==> src/rtl/bp_fetch_unit_pkg.sv <==
// Shared definitions for the fetch stage: parameter defaults, BTB geometry helpers
// and the counter operation encoding.
package bp_fetch_unit_pkg;

  localparam int unsigned DefXlen       = 32;
  localparam int unsigned DefBtbEntries = 16;
  localparam int unsigned DefCtrBits    = 2;
  localparam logic [31:0] DefResetPc    = 32'h0000_0000;

  typedef enum logic [1:0] {
    CtrHold,
    CtrInc,
    CtrDec,
    CtrInit
  } ctr_op_e;

  function automatic int unsigned idx_bits(input int unsigned entries);
    return $clog2(entries);
  endfunction

  // Tag covers everything above the index; the two byte-offset bits are dropped.
  function automatic int unsigned tag_bits(input int unsigned xlen, input int unsigned entries);
    return xlen - $clog2(entries) - 2;
  endfunction

  // Weakly-taken initial value: only the MSB set.
  function automatic int unsigned weak_taken(input int unsigned ctr_bits);
    return 32'd1 << (ctr_bits - 1);
  endfunction

endpackage

==> src/rtl/bp_fetch_unit_counter.sv <==
// Saturating taken counter next-state logic for one BTB entry.
module btb_sat_counter
  import bp_fetch_unit_pkg::*;
#(
  parameter int unsigned CTR_BITS = DefCtrBits
) (
  input  logic [CTR_BITS-1:0] cnt_i,
  input  ctr_op_e             op_i,
  output logic [CTR_BITS-1:0] cnt_o
);

  localparam logic [CTR_BITS-1:0] WeakTaken = CTR_BITS'(weak_taken(CTR_BITS));
  localparam logic [CTR_BITS-1:0] CtrMax    = '1;

  always_comb begin
    cnt_o = cnt_i;
    unique case (op_i)
      CtrHold: cnt_o = cnt_i;
      CtrInc:  if (cnt_i != CtrMax) cnt_o = cnt_i + CTR_BITS'(1);
      CtrDec:  if (cnt_i != '0) cnt_o = cnt_i - CTR_BITS'(1);
      CtrInit: cnt_o = WeakTaken;
    endcase
  end

endmodule

==> src/rtl/bp_fetch_unit.sv <==
// Fetch stage: PC register, PC+4, direct-mapped BTB with saturating counters,
// mispredict redirect/flush and wrap-around performance counters.
module bp_fetch_unit
  import bp_fetch_unit_pkg::*;
#(
  parameter int unsigned    XLEN        = DefXlen,
  parameter int unsigned    BTB_ENTRIES = DefBtbEntries,
  parameter int unsigned    CTR_BITS    = DefCtrBits,
  parameter logic [XLEN-1:0] RESET_PC   = XLEN'(DefResetPc)
) (
  input  logic            clk,
  input  logic            reset,
  input  logic            stall_f,
  output logic [XLEN-1:0] pcf,
  output logic [XLEN-1:0] pc_plus4_f,
  output logic            pred_taken_f,
  output logic [XLEN-1:0] pred_target_f,
  input  logic            res_valid_d,
  input  logic [XLEN-1:0] res_pc_d,
  input  logic            res_pred_taken_d,
  input  logic [XLEN-1:0] res_pred_target_d,
  input  logic            res_taken_d,
  input  logic [XLEN-1:0] res_target_d,
  output logic            flush_fd,
  output logic [31:0]     branch_count,
  output logic [31:0]     mispredict_count
);

  localparam int unsigned IdxW = idx_bits(BTB_ENTRIES);
  localparam int unsigned TagW = tag_bits(XLEN, BTB_ENTRIES);

  typedef struct packed {
    logic                valid;
    logic [TagW-1:0]     tag;
    logic [XLEN-1:0]     target;
    logic [CTR_BITS-1:0] ctr;
  } btb_entry_t;

  btb_entry_t btb_q [BTB_ENTRIES];

  logic [XLEN-1:0] pc_q, pc_d;
  logic [31:0]     branch_q, mispred_q;

  logic [IdxW-1:0]     f_idx, r_idx;
  logic                f_hit, r_hit;
  btb_entry_t          r_entry, r_entry_d;
  logic                btb_we;
  logic                mispredict;
  ctr_op_e             ctr_op;
  logic [CTR_BITS-1:0] ctr_next;

  assign pcf              = pc_q;
  assign pc_plus4_f       = pc_q + XLEN'(4);
  assign branch_count     = branch_q;
  assign mispredict_count = mispred_q;

  // Lookup reads the registered array, so a same-cycle update is seen next cycle.
  assign f_idx         = pc_q[IdxW+1:2];
  assign f_hit         = btb_q[f_idx].valid && (btb_q[f_idx].tag == pc_q[XLEN-1:IdxW+2]);
  assign pred_taken_f  = f_hit && btb_q[f_idx].ctr[CTR_BITS-1];
  assign pred_target_f = pred_taken_f ? btb_q[f_idx].target : pc_plus4_f;

  assign r_idx   = res_pc_d[IdxW+1:2];
  assign r_entry = btb_q[r_idx];
  assign r_hit   = r_entry.valid && (r_entry.tag == res_pc_d[XLEN-1:IdxW+2]);

  assign mispredict = res_valid_d && ((res_pred_taken_d != res_taken_d) ||
                                      (res_taken_d && (res_pred_target_d != res_target_d)));
  assign flush_fd   = mispredict && !reset;

  // Not-taken misses leave the BTB alone; everything else writes the entry.
  assign btb_we = res_valid_d && (res_taken_d || r_hit);

  always_comb begin
    ctr_op = CtrHold;
    if (res_valid_d) begin
      if (res_taken_d) ctr_op = r_hit ? CtrInc : CtrInit;
      else if (r_hit)  ctr_op = CtrDec;
    end
  end

  btb_sat_counter #(
    .CTR_BITS(CTR_BITS)
  ) u_ctr (
    .cnt_i(r_entry.ctr),
    .op_i (ctr_op),
    .cnt_o(ctr_next)
  );

  always_comb begin
    r_entry_d     = r_entry;
    r_entry_d.ctr = ctr_next;
    if (res_taken_d) begin
      r_entry_d.valid  = 1'b1;
      r_entry_d.tag    = res_pc_d[XLEN-1:IdxW+2];
      r_entry_d.target = res_target_d;
    end
  end

  always_comb begin
    if (mispredict)   pc_d = res_taken_d ? res_target_d : res_pc_d + XLEN'(4);
    else if (stall_f) pc_d = pc_q;
    else              pc_d = pred_target_f;
  end

  always_ff @(posedge clk) begin
    if (reset) begin
      pc_q      <= RESET_PC;
      branch_q  <= '0;
      mispred_q <= '0;
      for (int unsigned i = 0; i < BTB_ENTRIES; i++) btb_q[i].valid <= 1'b0;
    end else begin
      pc_q <= pc_d;
      if (res_valid_d) branch_q <= branch_q + 32'd1;
      if (mispredict)  mispred_q <= mispred_q + 32'd1;
      if (btb_we)      btb_q[r_idx] <= r_entry_d;
    end
  end

endmodule

==> config.mk <==
export PLATFORM = sky130hd
export DESIGN_NAME = bp_fetch_unit
export DESIGN_NICKNAME = d
export VERILOG_FILES = /design/src/rtl/bp_fetch_unit_pkg.sv /design/src/rtl/bp_fetch_unit_counter.sv /design/src/rtl/bp_fetch_unit.sv
export SDC_FILE = /design/constraint.sdc
export NUM_CORES = 2
export LEC_CHECK = 0
export ABC_CLOCK_PERIOD_IN_PS = 23700
export CAP_MARGIN = 10
export CORE_ASPECT_RATIO = 1.75
export CORE_MARGIN = 10
export CORE_UTILIZATION = 65
export DETAILED_ROUTE_END_ITERATION = 8
export GPL_TIMING_DRIVEN = 0
export PLACE_DENSITY = 0.85
export REMOVE_ABC_BUFFERS = 1
export SYNTH_ARGS = -nofsm -noshare
export SYNTH_HDL_FRONTEND = slang
export SYNTH_SLANG_ARGS = --single-unit
==> constraint.sdc <==
create_clock -name clk -period 23.7 [get_ports clk]
set_clock_uncertainty 0.1 [all_clocks]
set_input_delay 2.37 -clock clk [delete_from_list [all_inputs] [get_ports clk]]
set_output_delay 2.37 -clock clk [all_outputs]
set_load 0.02 [all_outputs]
# After elaboration in Yosys (flattened, before gate mapping)
# Memories as Yosys holds them, arrays and structs flattened. A register that Yosys moved wholly into a read port is not among the register bits.
# Index checks and enable logic that the tools add are counted.
[classes]
addsub = 6
n_eq_ne = 9
mux = 22
reduce_logical = 13
[ops]
columns = ["op", "n"]
rows = [
  ["32-bit 2-to-1 mux", 4],
  ["32-bit by 1-bit adder with 32-bit output, second input constant", 2],
  ["32-bit by 3-bit adder with 32-bit output, second input constant", 2],
  ["61-bit 2-to-1 mux", 1],
  ["61-bit OR reduction", 1],
  ["59-bit 2-to-1 mux", 1],
  ["26-bit == test", 2],
  ["32-bit != test", 1],
  ["2-bit 2-to-1 mux", 7],
  ["4-bit 2-to-1 mux", 3],
  ["2-bit one-hot mux with 4 select lines", 1],
  ["1-bit logical AND", 7],
  ["1-bit 2-to-1 mux", 5],
  ["2-bit == test, second input constant", 2],
  ["2-bit by 1-bit adder with 2-bit output, second input constant", 1],
  ["2-bit by 1-bit == test with 1-bit output, second input constant", 1],
  ["2-bit zero test", 1],
  ["1-bit logical OR", 2],
  ["2-bit by 1-bit != test with 1-bit output, second input constant", 1],
  ["2-bit != test, second input constant", 1],
  ["2-bit nonzero test", 1],
  ["2-bit by 1-bit subtractor with 2-bit output, second input constant", 1],
  ["1-bit zero test", 1],
  ["1-bit != test", 1],
]
[totals]
ff_bits = 96
ram_bits = 976
input_bits = 102
out_inout_bits = 162
word_cells = 54
n_memories = 1
[memory_table]
columns = ["name", "words", "width", "rd", "rd_ports_with_merged_regs", "wr", "line_no", "source"]
rows = [
  ["btb_q", 16, 61, 2, 1, 16, "bp_fetch_unit.sv:39", "btb_entry_t btb_q [BTB_ENTRIES];"],
]

# Depth between registers and ports, before layout
# An unclocked memory read counts as a cell.
[depth]
depth_word = 10
ltp_mapped = 17
depth_no_buf = 11

# Hierarchy
# A second synthesis with hierarchy kept.
[unflattened]
cells_unflattened = 3054
hier_area_um2 = 52287.6
[by_module_without_submodules]
columns = ["mod", "n_inst", "cells_each", "area_each_um2", "seq_area_each_um2"]
rows = [
  ["bp_fetch_unit", 1, 3046, 52235.1, 31310.0],
  ["btb_sat_counter", 1, 8, 52.6, 0.0],
]

# Worst setup path after synthesis
# No wires, ideal clock.
[synth_timing]
path_type = "input-to-reg"
from = "input res_pc_d[2]"
to = "memory btb_q[12][60] (netlist bit), enable pin"
setup_time_ns = 0.303
arrival_time_ns = 8.851
required_ns = 23.297
path_slack_ns = 14.446
path_stages = 14
n_path_buf = 3
cell_sequence = "clkbuf_1 clkbuf_1 buf_1 mux4_2 mux4_2 xnor2_1 nand4_1 nor4_1 nand4_1 ha_1 nor3b_1 nand2_1 nor2_1 or2_2"
[synth_lines]
columns = ["element", "line_no", "source"]
rows = [
  ["start: declaration", "bp_fetch_unit.sv:19", "input logic [XLEN-1:0] res_pc_d,"],
  ["end: declaration", "bp_fetch_unit.sv:39", ""],
]

==> metrics.txt <==
CP endpoint kind output port; GR Overflow Total 0; First DRT Iteration DRCs 5960; CP max stage delay 1.22 ns; Final Setup Violations 0; die outline width 234 um; Post-synth EDFFs 976; placed cells 4147; Synth Instances 3002; clock tree root buffer cell clkbuf_16; Data required, critical path 21.23 ns; number of cells on the critical path 13; maximum root-to-sink buffer count 3; Initial Utilization 65.3%; worst r2r dst pcf[25]; Crit-path slowest cell or3_1; critical path peak fanout 52; Sw Pwr 1.05 mW; Leak 19.1 nW; number of max-cap violations 0; Power Internal 3.22 mW; hold_buf cts 0; sequential share of the synthesized area 60.3%; initial antenna violation count 12; Pre-Repair DR Iteration Count 9; kind of critical path reg2out; maximum clock rate 0.0886 GHz; Post-Route WL 170000 um; H-tree depth 3; crit-path cells buf_16, buf_16, inv_1, a2111oi_0, nor4_1, a2111o_1, a311oi_1, nand4_1, or3_1, clkinv_2, nor2_1, nor2_1, clkdlybuf4s50_1; worst slew pin tran 1.46 ns; relative slew slack 2.18%; worst hold stages 2; share of layout cells above drive strength 1 25.0%; status completed; Sw Ratio 24.7%; Hold Path Class reg2reg; Synth Flop Type edfxtp_1; Period minus WS final 11.29 ns; WP buf/inv 5; Mapped Area 0.0519 sq mm; Critical Path End pred_target_f[14]; Die ar. 0.0920 sq mm; yosys warns 0; post-DP HPWL 104000 um; Gate power share 12.6%; FF+latch count, synth 1076; nature of the critical path startpoint flip-flop; reg2reg setup slack 16.09 ns; family with the most delay on the worst path simple AND/OR/NAND/NOR gates; CP arrival 8.82 ns; Clock transition at path regs 0.07 ns; post-route insts no fill 4320; CTS tree built; Die Span Y 394 um; Synth cell types 61; Slew Limit Fails 0; Syn Area/Cell 17.3 sq um; CORE AREA 0.0795 sq mm; asr flop ratio synth 0%; # resized after CTS 0; area grow syn2layout 14.4%; Tot GR Track Use 37.2%; # fillers 4382; PwrDens 71.9 mW/mm^2; post-route ant nets 0; hold_ws 0.405 ns; Clock Sinks 1076; sequential power share 50.0%; vias in the first global route 35200; row cnt 137; global placement routability congestion 0.932; cts bufs inserted 91; worst vdd ir 0.0682 mV; Routed wire per std cell 39.4 um; Post-CTS Setup Inserts 0; detailed-route via count 33900; reg2reg path depth 12; nets@finish 3308; clock latency at the later pin of the worst-skew pair 0.73 ns; average vias per placed instance 7.85; IO Pins 264; RSZ-0062 raised after global routing no; Clock Power Share 37.4%; crit share post-route 47.6%; setup tns final 0 ns; IO buf count 263; largest net degree at the start of global routing 97; DRC Markers 0; Hold Vio Cnt, Final 0; first-pass GRT wire length 244000 um
worst min-delay path: cells and delay by family (launching register included):
family | cells | cell delay, ns
compound gates | 2 | 0.13
flops | 1 | 0.32
per-layer routing:
| layer | wire (um) | global-route usage, % |
|---|---|---|
| met3 | 26600 | 14.1 |
| met2 | 78500 | 56.3 |
| met1 | 49300 | 42.8 |
| met5 | 226 | 0.592 |
| met4 | 15500 | 26.9 |
registers in the layout, indices dropped and copies added, names as in the netlist, named ones only:
register,count
pcf,32
mispredict_count,32
branch_count,32
btb_q,976
layout by cell type, fill, tap and decap left out, types with 12 or more instances in the layout:
master,synthesis,final
and3_1,31,31
nand2b_1,17,17
xnor2_1,77,77
buf_12,2,12
mux2i_1,52,52
clkbuf_1,122,16
a21o_1,30,30
edfxtp_1,976,976
xor2_1,111,111
buf_16,0,36
a22o_1,18,18
a22oi_1,16,16
or3_1,16,16
clkbuf_16,0,94
nor2b_1,19,19
clkdlybuf4s50_1,0,257
o21ai_0,50,48
a21oi_1,17,16
mux4_2,562,562
nand3_1,68,68
nor4_1,35,31
clkinv_2,1,18
nand4_1,33,33
nor3_1,19,19
inv_4,0,13
dfxtp_1,100,96
nand2_1,268,268
nor2_1,135,129
bufinv_16,0,13
inv_1,31,19
how the worst min path moves through the flow:
stage	from	end	slack (ns)
4_1_cts	branch_count[14]	branch_count[14]	0.40
3_3_place_gp	branch_count[5]	branch_count[5]	0.38
2_1_floorplan	branch_count[12]	branch_count[12]	0.46
5_1_grt	branch_count[14]	branch_count[14]	0.44
3_5_place_dp	branch_count[14]	branch_count[14]	0.39
6_report	branch_count[14]	branch_count[14]	0.40
cell type report:
class                      instances  area [sq um]  area share (%)
multi-input combinational       1679         19600            32.9
antenna                            5          12.5          0.0211
inverter                          33           163           0.274
clock inverter                    54           649            1.09
timing repair buffer             317          3930            6.62
clock buffer                     114          2470            4.15
tap                             1042          1300            2.19
sequential                      1076         31300            52.7
kinds of logic (layout without fill, tap and decap cells):
logic type	Yosys count	in the layout	synth area share, %
AOI/OAI and AO/OA	189	189	2.60
adders and majority gates	8	8	0.193
and+or+nand+nor	669	669	5.98
buffers and inverters	247	518	2.14
xor gates and xnor gates	188	188	3.17
other	0	5	0
DFF	1076	1076	60.3
muxes	625	625	25.6
metrics by stage:
stage | worst slack, ns | utilization [%] | power [mW] | cell area [sq um]
floorplan | 9.10 | - | 2.50 | 50900
global placement | -6.13 | 69.0 | 2.80 | 54900
global route | 12.66 | 74.7 | 4.34 | 59400
detailed placement | 13.89 | 70.8 | 2.69 | 56300
CTS | 13.14 | 74.7 | 4.24 | 59400
finish | 12.41 | 74.7 | 4.27 | 59400
power groups by stage:
stage / logic (mW) / registers [mW] / clock network, mW
after floorplan: 0.310 / 2.19 / 0
after global placement: 0.594 / 2.21 / 0
after detailed placement: 0.514 / 2.17 / 0
after CTS: 0.522 / 2.13 / 1.59
after global routing: 0.553 / 2.13 / 1.66
final: 0.539 / 2.13 / 1.60
cell usage after synthesis, drive strengths merged (5+ instances only):
master	count	share of area, %
o31ai	7	0.10
mux2	11	0.24
mux4	562	24
nand2	268	1.9
o21ai	50	0.48
nand3	68	0.66
and3	31	0.37
buf	92	1.0
and2	5	0.060
a22oi	17	0.26
mux2i	52	1.0
a22o	18	0.30
or3	16	0.19
nor2	136	0.99
edfxtp	976	56
a221o	11	0.21
inv	31	0.22
a21oi	17	0.16
a221oi	8	0.16
nand4	33	0.40
xor2	111	1.9
nor3	19	0.18
nor2b	19	0.23
xnor2	77	1.3
nand2b	17	0.20
clkbuf	122	0.88
a21o	30	0.43
nor4	35	0.42
or2	6	0.072
dfxtp	100	3.9
nor3b	8	0.12
ha	8	0.19
Note: power is estimated with default switching activity, not from simulation.
